[config.mk]
export PLATFORM = sky130hd
export DESIGN_NAME = control_unit_flat
export DESIGN_NICKNAME = d
export VERILOG_FILES = /design/src/rtl/cpu_pkg.sv /design/src/rtl/control_unit_if.sv /design/src/rtl/cu_decode.sv /design/src/rtl/control_unit.sv /design/src/flat_wrapper.sv
export SDC_FILE = /design/constraint.sdc
export NUM_CORES = 1
export LEC_CHECK = 0
export CORE_MARGIN = 3
export CORE_UTILIZATION = 35
export CTS_CLUSTER_SIZE = 24
export DETAILED_ROUTE_END_ITERATION = 16
export GPL_TIMING_DRIVEN = 0
export PLACE_DENSITY = 0.75
export SYNTH_ARGS = -nofsm -noshare
export SYNTH_HDL_FRONTEND = slang
export SYNTH_SLANG_ARGS = --single-unit
[constraint.sdc]
create_clock -name clk -period 4.1 [get_ports clk]
set_input_delay 0.82 -clock clk [delete_from_list [all_inputs] [get_ports clk]]
set_output_delay 0.82 -clock clk [all_outputs]
set_load 0.05 [all_outputs]
[src/rtl/cpu_pkg.sv]
// Shared Mini SRC control definitions: opcodes, ALU codes, IR field positions,
// sequencer states and the decoded instruction-class / control-strobe bundles.
package cpu_pkg;

  localparam logic [4:0] OP_LD   = 5'b00000;
  localparam logic [4:0] OP_LDI  = 5'b00001;
  localparam logic [4:0] OP_ST   = 5'b00010;
  localparam logic [4:0] OP_ADD  = 5'b00011;
  localparam logic [4:0] OP_SUB  = 5'b00100;
  localparam logic [4:0] OP_SHR  = 5'b00101;
  localparam logic [4:0] OP_SHRA = 5'b00110;
  localparam logic [4:0] OP_SHL  = 5'b00111;
  localparam logic [4:0] OP_ROR  = 5'b01000;
  localparam logic [4:0] OP_ROL  = 5'b01001;
  localparam logic [4:0] OP_AND  = 5'b01010;
  localparam logic [4:0] OP_OR   = 5'b01011;
  localparam logic [4:0] OP_ADDI = 5'b01100;
  localparam logic [4:0] OP_ANDI = 5'b01101;
  localparam logic [4:0] OP_ORI  = 5'b01110;
  localparam logic [4:0] OP_DIV  = 5'b01111;
  localparam logic [4:0] OP_MUL  = 5'b10000;
  localparam logic [4:0] OP_NEG  = 5'b10001;
  localparam logic [4:0] OP_NOT  = 5'b10010;
  localparam logic [4:0] OP_BR   = 5'b10011;
  localparam logic [4:0] OP_JR   = 5'b10100;
  localparam logic [4:0] OP_JAL  = 5'b10101;
  localparam logic [4:0] OP_IN   = 5'b10110;
  localparam logic [4:0] OP_OUT  = 5'b10111;
  localparam logic [4:0] OP_MFHI = 5'b11000;
  localparam logic [4:0] OP_MFLO = 5'b11001;
  localparam logic [4:0] OP_NOP  = 5'b11010;
  localparam logic [4:0] OP_HALT = 5'b11011;

  // ALU_INC makes the ALU compute B+1 for the PC increment during fetch
  localparam logic [4:0] ALU_INC = 5'b11111;
  localparam logic [4:0] ALU_ADD = OP_ADD;

  localparam int IR_OP_MSB = 31;
  localparam int IR_OP_LSB = 27;
  localparam int IR_RA_MSB = 26;
  localparam int IR_RA_LSB = 23;
  localparam int IR_RB_MSB = 22;
  localparam int IR_RB_LSB = 19;
  localparam int IR_RC_MSB = 18;
  localparam int IR_RC_LSB = 15;

  typedef enum logic [3:0] {
    ST_T0, ST_T1, ST_T2, ST_T3, ST_T4, ST_T5, ST_T6, ST_T7, ST_HALT
  } state_t;

  typedef struct packed {
    logic rtype;
    logic imm;
    logic ld;
    logic ldi;
    logic st;
    logic muldiv;
    logic unary;
    logic mfhi;
    logic mflo;
    logic jr;
    logic nop;
    logic halt;
    logic illegal;
  } instr_class_t;

  typedef struct packed {
    logic       pc_out;
    logic       pc_in;
    logic       ir_in;
    logic       mar_in;
    logic       mdr_in;
    logic       mdr_out;
    logic       y_in;
    logic       z_in;
    logic       zlow_out;
    logic       zhigh_out;
    logic       hi_in;
    logic       hi_out;
    logic       lo_in;
    logic       lo_out;
    logic       c_out;
    logic       gra;
    logic       grb;
    logic       grc;
    logic       rin;
    logic       rout;
    logic       baout;
    logic       read;
    logic       write;
    logic [4:0] alu;
  } ctrl_t;

endpackage

[src/rtl/control_unit_if.sv]
// Control-unit <-> datapath bundle: instruction/memory status in, every
// datapath strobe and sequencer status flag out.
interface control_unit_if;
  logic [31:0] IR_Data;
  logic        mem_ready;
  logic        PC_out, PC_in, IR_in, MAR_in, MDR_in, MDR_out;
  logic        Y_in, Z_in, Zlow_out, Zhigh_out, HI_in, HI_out, LO_in, LO_out, C_out;
  logic        Gra, Grb, Grc, Rin, Rout, BAout;
  logic        Read, Write;
  logic [4:0]  alu_instruction;
  logic        run, illegal_op, mem_timeout;

  modport master (
    input  IR_Data, mem_ready,
    output PC_out, PC_in, IR_in, MAR_in, MDR_in, MDR_out,
    output Y_in, Z_in, Zlow_out, Zhigh_out, HI_in, HI_out, LO_in, LO_out, C_out,
    output Gra, Grb, Grc, Rin, Rout, BAout, Read, Write,
    output alu_instruction, run, illegal_op, mem_timeout
  );

  modport slave (
    output IR_Data, mem_ready,
    input  PC_out, PC_in, IR_in, MAR_in, MDR_in, MDR_out,
    input  Y_in, Z_in, Zlow_out, Zhigh_out, HI_in, HI_out, LO_in, LO_out, C_out,
    input  Gra, Grb, Grc, Rin, Rout, BAout, Read, Write,
    input  alu_instruction, run, illegal_op, mem_timeout
  );
endinterface

[src/rtl/cu_decode.sv]
// Opcode classifier: maps the 5-bit opcode to a one-hot instruction class.
module cu_decode
  import cpu_pkg::*;
(
  input  logic [4:0]   i_opcode,
  output instr_class_t o_class
);

  always_comb begin
    o_class = '0;
    case (i_opcode)
      OP_ADD, OP_SUB, OP_SHR, OP_SHRA, OP_SHL,
      OP_ROR, OP_ROL, OP_AND, OP_OR:     o_class.rtype  = 1'b1;
      OP_ADDI, OP_ANDI, OP_ORI:          o_class.imm    = 1'b1;
      OP_LD:                             o_class.ld     = 1'b1;
      OP_LDI:                            o_class.ldi    = 1'b1;
      OP_ST:                             o_class.st     = 1'b1;
      OP_MUL, OP_DIV:                    o_class.muldiv = 1'b1;
      OP_NEG, OP_NOT:                    o_class.unary  = 1'b1;
      OP_MFHI:                           o_class.mfhi   = 1'b1;
      OP_MFLO:                           o_class.mflo   = 1'b1;
      OP_JR:                             o_class.jr     = 1'b1;
      OP_NOP:                            o_class.nop    = 1'b1;
      OP_HALT:                           o_class.halt   = 1'b1;
      // branch, jal, in, out and 11100-11111 are not executed by this sequencer
      default:                           o_class.illegal = 1'b1;
    endcase
  end

endmodule

[src/rtl/control_unit.sv]
// Mini SRC sequencer: steps T0-T7 per instruction, decodes strobes from
// (state, opcode), stalls memory states on mem_ready with an optional timeout.
module control_unit
  import cpu_pkg::*;
#(
  parameter int unsigned WAIT_MAX = 0
) (
  input logic            clk,
  input logic            clr,
  control_unit_if.master bus
);

  state_t       r_state;
  logic [31:0]  r_wait;
  logic         r_timeout;

  logic [4:0]   w_opcode;
  instr_class_t w_class;
  state_t       w_next;
  logic         w_mem_state;
  logic         w_illegal;
  ctrl_t        w_ctrl;

  assign w_opcode = bus.IR_Data[IR_OP_MSB:IR_OP_LSB];

  cu_decode u_decode (
    .i_opcode (w_opcode),
    .o_class  (w_class)
  );

  assign w_mem_state = (r_state == ST_T1) ||
                       ((r_state == ST_T6) && w_class.ld) ||
                       ((r_state == ST_T7) && w_class.st);

  always_comb begin
    w_next = ST_T0;
    case (r_state)
      ST_T0: w_next = ST_T1;
      ST_T1: w_next = ST_T2;
      ST_T2: w_next = ST_T3;
      ST_T3: begin
        if (w_class.halt)
          w_next = ST_HALT;
        else if (w_class.rtype || w_class.imm || w_class.ldi || w_class.ld ||
                 w_class.st || w_class.muldiv || w_class.unary)
          w_next = ST_T4;
      end
      ST_T4:   w_next = w_class.unary ? ST_T0 : ST_T5;
      ST_T5:   w_next = (w_class.ld || w_class.st || w_class.muldiv) ? ST_T6 : ST_T0;
      ST_T6:   w_next = (w_class.ld || w_class.st) ? ST_T7 : ST_T0;
      ST_HALT: w_next = ST_HALT;
      default: w_next = ST_T0;
    endcase
  end

  // A memory state holds until mem_ready; r_wait counts the unready cycles seen so far
  always_ff @(posedge clk) begin
    if (clr) begin
      r_state   <= ST_T0;
      r_wait    <= '0;
      r_timeout <= 1'b0;
    end else begin
      r_timeout <= 1'b0;
      if (w_mem_state && !bus.mem_ready) begin
        if ((WAIT_MAX != 0) && (r_wait == WAIT_MAX - 32'd1)) begin
          r_state   <= ST_HALT;
          r_wait    <= '0;
          r_timeout <= 1'b1;
        end else if (WAIT_MAX != 0) begin
          r_wait <= r_wait + 32'd1;
        end
      end else begin
        r_state <= w_next;
        r_wait  <= '0;
      end
    end
  end

  always_comb begin
    w_ctrl    = '0;
    w_illegal = 1'b0;
    case (r_state)
      ST_T0: begin
        w_ctrl.pc_out = 1'b1; w_ctrl.mar_in = 1'b1; w_ctrl.z_in = 1'b1;
        w_ctrl.alu    = ALU_INC;
      end
      ST_T1: begin
        w_ctrl.zlow_out = 1'b1; w_ctrl.pc_in = 1'b1;
        w_ctrl.read     = 1'b1; w_ctrl.mdr_in = 1'b1;
      end
      ST_T2: begin
        w_ctrl.mdr_out = 1'b1; w_ctrl.ir_in = 1'b1;
      end
      ST_T3: begin
        if (w_class.rtype || w_class.imm) begin
          w_ctrl.grb = 1'b1; w_ctrl.rout = 1'b1; w_ctrl.y_in = 1'b1;
        end else if (w_class.ldi || w_class.ld || w_class.st) begin
          w_ctrl.grb = 1'b1; w_ctrl.baout = 1'b1; w_ctrl.y_in = 1'b1;
        end else if (w_class.muldiv) begin
          w_ctrl.gra = 1'b1; w_ctrl.rout = 1'b1; w_ctrl.y_in = 1'b1;
        end else if (w_class.unary) begin
          w_ctrl.grb = 1'b1; w_ctrl.rout = 1'b1; w_ctrl.z_in = 1'b1;
          w_ctrl.alu = w_opcode;
        end else if (w_class.mfhi) begin
          w_ctrl.hi_out = 1'b1; w_ctrl.gra = 1'b1; w_ctrl.rin = 1'b1;
        end else if (w_class.mflo) begin
          w_ctrl.lo_out = 1'b1; w_ctrl.gra = 1'b1; w_ctrl.rin = 1'b1;
        end else if (w_class.jr) begin
          w_ctrl.gra = 1'b1; w_ctrl.rout = 1'b1; w_ctrl.pc_in = 1'b1;
        end else if (w_class.illegal) begin
          w_illegal = 1'b1;
        end
      end
      ST_T4: begin
        if (w_class.rtype) begin
          w_ctrl.grc = 1'b1; w_ctrl.rout = 1'b1; w_ctrl.z_in = 1'b1;
          w_ctrl.alu = w_opcode;
        end else if (w_class.imm) begin
          w_ctrl.c_out = 1'b1; w_ctrl.z_in = 1'b1; w_ctrl.alu = w_opcode;
        end else if (w_class.ldi || w_class.ld || w_class.st) begin
          w_ctrl.c_out = 1'b1; w_ctrl.z_in = 1'b1; w_ctrl.alu = ALU_ADD;
        end else if (w_class.muldiv) begin
          w_ctrl.grb = 1'b1; w_ctrl.rout = 1'b1; w_ctrl.z_in = 1'b1;
          w_ctrl.alu = w_opcode;
        end else if (w_class.unary) begin
          w_ctrl.zlow_out = 1'b1; w_ctrl.gra = 1'b1; w_ctrl.rin = 1'b1;
        end
      end
      ST_T5: begin
        if (w_class.rtype || w_class.imm || w_class.ldi) begin
          w_ctrl.zlow_out = 1'b1; w_ctrl.gra = 1'b1; w_ctrl.rin = 1'b1;
        end else if (w_class.ld || w_class.st) begin
          w_ctrl.zlow_out = 1'b1; w_ctrl.mar_in = 1'b1;
        end else if (w_class.muldiv) begin
          w_ctrl.zlow_out = 1'b1; w_ctrl.lo_in = 1'b1;
        end
      end
      ST_T6: begin
        if (w_class.ld) begin
          w_ctrl.read = 1'b1; w_ctrl.mdr_in = 1'b1;
        end else if (w_class.st) begin
          w_ctrl.gra = 1'b1; w_ctrl.rout = 1'b1; w_ctrl.mdr_in = 1'b1;
        end else if (w_class.muldiv) begin
          w_ctrl.zhigh_out = 1'b1; w_ctrl.hi_in = 1'b1;
        end
      end
      ST_T7: begin
        if (w_class.ld) begin
          w_ctrl.mdr_out = 1'b1; w_ctrl.gra = 1'b1; w_ctrl.rin = 1'b1;
        end else if (w_class.st) begin
          w_ctrl.write = 1'b1;
        end
      end
      default: ;
    endcase
    if (clr) begin
      w_ctrl    = '0;
      w_illegal = 1'b0;
    end
  end

  assign bus.PC_out          = w_ctrl.pc_out;
  assign bus.PC_in           = w_ctrl.pc_in;
  assign bus.IR_in           = w_ctrl.ir_in;
  assign bus.MAR_in          = w_ctrl.mar_in;
  assign bus.MDR_in          = w_ctrl.mdr_in;
  assign bus.MDR_out         = w_ctrl.mdr_out;
  assign bus.Y_in            = w_ctrl.y_in;
  assign bus.Z_in            = w_ctrl.z_in;
  assign bus.Zlow_out        = w_ctrl.zlow_out;
  assign bus.Zhigh_out       = w_ctrl.zhigh_out;
  assign bus.HI_in           = w_ctrl.hi_in;
  assign bus.HI_out          = w_ctrl.hi_out;
  assign bus.LO_in           = w_ctrl.lo_in;
  assign bus.LO_out          = w_ctrl.lo_out;
  assign bus.C_out           = w_ctrl.c_out;
  assign bus.Gra             = w_ctrl.gra;
  assign bus.Grb             = w_ctrl.grb;
  assign bus.Grc             = w_ctrl.grc;
  assign bus.Rin             = w_ctrl.rin;
  assign bus.Rout            = w_ctrl.rout;
  assign bus.BAout           = w_ctrl.baout;
  assign bus.Read            = w_ctrl.read;
  assign bus.Write           = w_ctrl.write;
  assign bus.alu_instruction = w_ctrl.alu;
  assign bus.run             = (r_state != ST_HALT);
  assign bus.illegal_op      = w_illegal;
  assign bus.mem_timeout     = r_timeout;

endmodule

[src/flat_wrapper.sv]
// flat-port wrapper written by rule: the top's interface ports become plain ports
module control_unit_flat import cpu_pkg::*;
#(
  parameter int unsigned WAIT_MAX = 0
)
  (clk, clr, bus_IR_Data, bus_mem_ready, bus_PC_out, bus_PC_in, bus_IR_in, bus_MAR_in, bus_MDR_in, bus_MDR_out, bus_Y_in, bus_Z_in, bus_Zlow_out, bus_Zhigh_out, bus_HI_in, bus_HI_out, bus_LO_in, bus_LO_out, bus_C_out, bus_Gra, bus_Grb, bus_Grc, bus_Rin, bus_Rout, bus_BAout, bus_Read, bus_Write, bus_alu_instruction, bus_run, bus_illegal_op, bus_mem_timeout);
  control_unit_if bus_i ();
  input logic clk;
  input logic clr;
  input wire logic [$bits(bus_i.IR_Data)-1:0] bus_IR_Data;
  input wire logic [$bits(bus_i.mem_ready)-1:0] bus_mem_ready;
  output wire logic [$bits(bus_i.PC_out)-1:0] bus_PC_out;
  output wire logic [$bits(bus_i.PC_in)-1:0] bus_PC_in;
  output wire logic [$bits(bus_i.IR_in)-1:0] bus_IR_in;
  output wire logic [$bits(bus_i.MAR_in)-1:0] bus_MAR_in;
  output wire logic [$bits(bus_i.MDR_in)-1:0] bus_MDR_in;
  output wire logic [$bits(bus_i.MDR_out)-1:0] bus_MDR_out;
  output wire logic [$bits(bus_i.Y_in)-1:0] bus_Y_in;
  output wire logic [$bits(bus_i.Z_in)-1:0] bus_Z_in;
  output wire logic [$bits(bus_i.Zlow_out)-1:0] bus_Zlow_out;
  output wire logic [$bits(bus_i.Zhigh_out)-1:0] bus_Zhigh_out;
  output wire logic [$bits(bus_i.HI_in)-1:0] bus_HI_in;
  output wire logic [$bits(bus_i.HI_out)-1:0] bus_HI_out;
  output wire logic [$bits(bus_i.LO_in)-1:0] bus_LO_in;
  output wire logic [$bits(bus_i.LO_out)-1:0] bus_LO_out;
  output wire logic [$bits(bus_i.C_out)-1:0] bus_C_out;
  output wire logic [$bits(bus_i.Gra)-1:0] bus_Gra;
  output wire logic [$bits(bus_i.Grb)-1:0] bus_Grb;
  output wire logic [$bits(bus_i.Grc)-1:0] bus_Grc;
  output wire logic [$bits(bus_i.Rin)-1:0] bus_Rin;
  output wire logic [$bits(bus_i.Rout)-1:0] bus_Rout;
  output wire logic [$bits(bus_i.BAout)-1:0] bus_BAout;
  output wire logic [$bits(bus_i.Read)-1:0] bus_Read;
  output wire logic [$bits(bus_i.Write)-1:0] bus_Write;
  output wire logic [$bits(bus_i.alu_instruction)-1:0] bus_alu_instruction;
  output wire logic [$bits(bus_i.run)-1:0] bus_run;
  output wire logic [$bits(bus_i.illegal_op)-1:0] bus_illegal_op;
  output wire logic [$bits(bus_i.mem_timeout)-1:0] bus_mem_timeout;
  assign bus_i.IR_Data = bus_IR_Data;
  assign bus_i.mem_ready = bus_mem_ready;
  assign bus_PC_out = bus_i.PC_out;
  assign bus_PC_in = bus_i.PC_in;
  assign bus_IR_in = bus_i.IR_in;
  assign bus_MAR_in = bus_i.MAR_in;
  assign bus_MDR_in = bus_i.MDR_in;
  assign bus_MDR_out = bus_i.MDR_out;
  assign bus_Y_in = bus_i.Y_in;
  assign bus_Z_in = bus_i.Z_in;
  assign bus_Zlow_out = bus_i.Zlow_out;
  assign bus_Zhigh_out = bus_i.Zhigh_out;
  assign bus_HI_in = bus_i.HI_in;
  assign bus_HI_out = bus_i.HI_out;
  assign bus_LO_in = bus_i.LO_in;
  assign bus_LO_out = bus_i.LO_out;
  assign bus_C_out = bus_i.C_out;
  assign bus_Gra = bus_i.Gra;
  assign bus_Grb = bus_i.Grb;
  assign bus_Grc = bus_i.Grc;
  assign bus_Rin = bus_i.Rin;
  assign bus_Rout = bus_i.Rout;
  assign bus_BAout = bus_i.BAout;
  assign bus_Read = bus_i.Read;
  assign bus_Write = bus_i.Write;
  assign bus_alu_instruction = bus_i.alu_instruction;
  assign bus_run = bus_i.run;
  assign bus_illegal_op = bus_i.illegal_op;
  assign bus_mem_timeout = bus_i.mem_timeout;
  control_unit #(.WAIT_MAX(WAIT_MAX)) u_core (.clk(clk), .clr(clr), .bus(bus_i));
endmodule
==> results.txt <==
- Run status: completed
* Met2 track demand over resource: 0.3289
- Of the total power, the share spent switching nets is 0.5861.
- The area growth from synthesis to layout is 37.85%.
* Share of Yosys cell area claimed by the top area cell type: 0.07103
- Number of stages on the worst hold path: 4
* Yosys warns: 0
* DRT iter0 DRCs: 156
- After floorplanning, the core was sized to cover 2900 µm².
- Crit path to: bus_Read
* Global routing usage on met1: 0.3126
- At the worst endpoint, the required time is 3280 ps.
- The number of different library cells used by synthesis comes to 54.
* Number of enable-type register cells in the synthesized netlist: 0
- Summed instance area of the synthesized netlist: 1127 µm²
- CTS tree: done
- Measured on the finished design, the core utilization comes to 0.5358.
- In this run the power spent charging and discharging nets is approximately 0.26 mW.
- Hold buffer count at cts: 0
* Top-Level Pins: 66
- Endpoint kind of the worst setup timing path: primary output
- Input/output buffers: 36
* R2r startpoint: u_core.r_state[0]
- Clock-pin slew on the worst setup and hold paths: 40 ps
* Min-Delay Path Class: flip-flop to flip-flop
- The floorplan has 19 rows.
- CTS built an H-tree with a depth of 1.
- The share of total power dissipated in combinational logic is 0.775.
- Setup CP Type: input pin to primary output
- Post-synth top flop: sky130_fd_sc_hd__dfxtp_1
* Post-Syn Instances: 180
- On the final layout, the worst hold slack is 833.2 ps.
* Largest net degree at the start of global routing: 11
- Design internal power: between 0.15 and 0.2 mW
- After synthesis, the share of flip-flops with an asynchronous set or reset is 0.
- Across every metal layer, demand over resource in global routing totals 0.2155.
* Post-route minimum period: 3938 ps
* Global-route wire length before repair: 7086 µm
* Synthesis-stage register bit count: 4
- Met3 track demand over resource: 0.01439
* Fraction of final layout cells sized beyond drive strength 1: 0.1461
- Routability congestion estimate from global placement: 0.9374
* Fraction of the cycle the final worst path needs: 0.9605
* CTS Buf Count: 3
- For the worst-skew pair, the clock arrives at the later sink with an insertion delay of 230 ps.
* Total number of vias: 1548
- PnR Total Power: approximately 0.44 mW
- Maximum fanout encountered on the critical timing path: 6
- For this design the static power due to leakage is 0.5967 nW.
- Number of inserted diodes: 0
- DR WL/cell: 16.23 µm
- Initial antenna violation count: 0
- The number of cells on the worst reg-to-reg path is 6.
* Cell type with the highest aggregate area in the netlist: sky130_fd_sc_hd__dfxtp_1
- Startpoint types: input pin
- Register with the most flip-flops: u_core.r_state
- The floorplan step set the die width to 62.76 µm.
* Average instance area after synthesis: 6.263 µm²
- Detailed placement finished with a half-perimeter wire length of ~3200 µm.
- In this run the vertical extent of the chip is 62.76 µm.
- The number of hold violations in the final report is 0.
- Worst path setup slack after routing: 161.8 ps
- In this run the deepest clock path goes through 2 buffers.
- Area used by multi-input combinational logic: 962.2 µm²
* ANT nets after route: 0
- For flop-to-flop paths, the worst setup slack is 1990 ps.
- Max FFs per register: 4
- Number of failing setup endpoints in the final timing report: 0
- In this run the power density over the cells is 285.0 nW/µm².
- Setup repair after global routing missed its margin: false
- Final Routed Wirelength: 4235 µm
- Storage element area: roughly 80 µm²
* Achievable frequency: 0.2539 GHz
- Initial standard-cell utilization of the core: 0.3887
- The global routing stage identified its most utilized layer as met2.
* Sum of overflow across all layers after global routing: 0
* Fill cells: between 300 and 400
* Final max-slew violation count: 0
* Largest voltage drop on the vdd net: 0.2485 mV
- In this run the tightest slew margin relative to its limit is 0.6581.
- Critical path data arrival time: approximately 3100 ps
* Critical Path Start: bus_IR_Data[30]
- Timing analysis after detailed placement gives a worst setup slack of -535.9 ps.
* Layout Skew: approximately 1.9 ps
* Post-synth net total: 215
* Vias in the first global route: 1410
* Root buffer cell: sky130_fd_sc_hd__clkbuf_4
- Of the total power, registers draw 0.119.
* Largest registers: u_core.r_state: 4 flops
- After detailed routing, the number of remaining DRC violations is 0.
* Sequential-to-total area share from yosys stat: 0.07103
* Area of the die: approximately 4000 µm²
- The endpoint identified for the worst register-to-register timing path is u_core.r_state[2].
- Number of maximum-capacitance constraint violations: 0
- Post-layout nets: approximately 260
- The share of total power dissipated in the clock network is 0.106.
- DR vias/cell: 5.931
- Transition at the pin with the smallest max-transition slack: 511.2 ps
- Top area cells in the synthesized netlist: sky130_fd_sc_hd__dfxtp_1 7.1%, sky130_fd_sc_hd__a21oi_1 6.7%, sky130_fd_sc_hd__o21ai_0 6.2%
- Hold Path Origin: u_core.r_state[2]
* Clk sinks: 4
- For this run, the detailed router's first-pass iteration total came to 4.
final cells by class:
type,instances,share of cell area
multi-input combinational,150,0.6192
timing repair buffer,36,0.2085
buffer,22,0.06280
sequential,4,0.05153
tap,42,0.03382
clock buffer,3,0.01449
inverter,4,0.009662
cell usage after synthesis, types with 2 or more instances:
cell type                   count
sky130_fd_sc_hd__clkbuf_1      17
sky130_fd_sc_hd__a21oi_1       15
sky130_fd_sc_hd__nor2_1        15
sky130_fd_sc_hd__o21ai_0       14
sky130_fd_sc_hd__nand2_1       13
sky130_fd_sc_hd__nor3_1        11
sky130_fd_sc_hd__nand2b_1       8
sky130_fd_sc_hd__a31oi_1        5
sky130_fd_sc_hd__or2_2          5
sky130_fd_sc_hd__or3_1          5
sky130_fd_sc_hd__a2111oi_0      4
sky130_fd_sc_hd__a211oi_1       4
sky130_fd_sc_hd__dfxtp_1        4
sky130_fd_sc_hd__inv_1          4
sky130_fd_sc_hd__nand3_1        3
sky130_fd_sc_hd__nor4_1         3
sky130_fd_sc_hd__or4b_2         3
sky130_fd_sc_hd__a21o_1         2
sky130_fd_sc_hd__a311oi_1       2
sky130_fd_sc_hd__buf_1          2
sky130_fd_sc_hd__buf_4          2
sky130_fd_sc_hd__mux2i_1        2
sky130_fd_sc_hd__nor2b_1        2
sky130_fd_sc_hd__o211ai_1       2
sky130_fd_sc_hd__o22ai_1        2
sky130_fd_sc_hd__o31ai_1        2
sky130_fd_sc_hd__xor2_1         2
critical path: stages:
cell                              delay (ps)
sky130_fd_sc_hd__clkdlybuf4s50_1         470
sky130_fd_sc_hd__or4_1                   510
sky130_fd_sc_hd__buf_2                   190
sky130_fd_sc_hd__or3_1                   340
sky130_fd_sc_hd__o21a_1                  180
sky130_fd_sc_hd__nor2_1                   70
sky130_fd_sc_hd__dlygate4sd2_1           540
power groups by stage:
stage | sequential [mW] | combinational, mW | clock, mW
floorplan | 0.0509 | 0.253 | 0
global placement | 0.0525 | 0.348 | 0
detailed placement | 0.0529 | 0.348 | 0
CTS | 0.0528 | 0.339 | 0.0484
global route | 0.0541 | 0.367 | 0.0507
finish | 0.0526 | 0.343 | 0.0471
what timing repair did:
action                     4_1_cts  5_1_grt
setup endpoints to repair       17       14
gates resized for setup         27       23
setup buffers                    0        0
cells by family after synthesis:
kind of cell    count (synthesis)  synth area share
other cells                     1          0.003326
compound gates                 64            0.3940
simple gates                   80            0.3962
mux                             2           0.01776
buf+inv                        26           0.09433
xor+xnor                        3           0.02331
flops                           4           0.07104
metal layers:
| layer | vias up | share of wire |
|---|---|---|
| li1 | 755 | - |
| met1 | 708 | 0.47 |
| met2 | 79 | 0.44 |
| met3 | 6 | 0.075 |
| met4 | 0 | 0.017 |
| met5 | - | 0 |
placed cells by master, fill, tap and decap left out, types with 4 or more instances in the layout:
| cell | n |
|---|---|
| sky130_fd_sc_hd__clkdlybuf4s50_1 | 16 |
| sky130_fd_sc_hd__a21oi_1 | 15 |
| sky130_fd_sc_hd__nor2_1 | 15 |
| sky130_fd_sc_hd__o21ai_0 | 14 |
| sky130_fd_sc_hd__nand2_1 | 13 |
| sky130_fd_sc_hd__clkbuf_1 | 12 |
| sky130_fd_sc_hd__clkbuf_2 | 11 |
| sky130_fd_sc_hd__nor3_1 | 11 |
| sky130_fd_sc_hd__dlygate4sd2_1 | 10 |
| sky130_fd_sc_hd__nand2b_1 | 8 |
| sky130_fd_sc_hd__or2_2 | 5 |
| sky130_fd_sc_hd__or3_1 | 5 |
| sky130_fd_sc_hd__a31oi_1 | 5 |
| sky130_fd_sc_hd__a211oi_1 | 4 |
| sky130_fd_sc_hd__inv_1 | 4 |
| sky130_fd_sc_hd__dfxtp_1 | 4 |
metrics by stage:
stage	TNS [ps]	area (µm²)	std cells
4_1_cts	-4.889	1568	261
2_1_floorplan	-153.0	1144	180
3_5_place_dp	-3482	1556	258
3_3_place_gp	-3755	1556	258
6_report	0	1554	261
5_1_grt	0	1554	261
worst min path at each step:
stage,to,slack [ps]
after floorplan,u_core.r_state[1],700
after global placement,u_core.r_state[1],810
after global routing,u_core.r_state[2],890
final,u_core.r_state[2],830
after CTS,u_core.r_state[2],820
after detailed placement,u_core.r_state[2],810
Power figures use the tool's default switching activity.
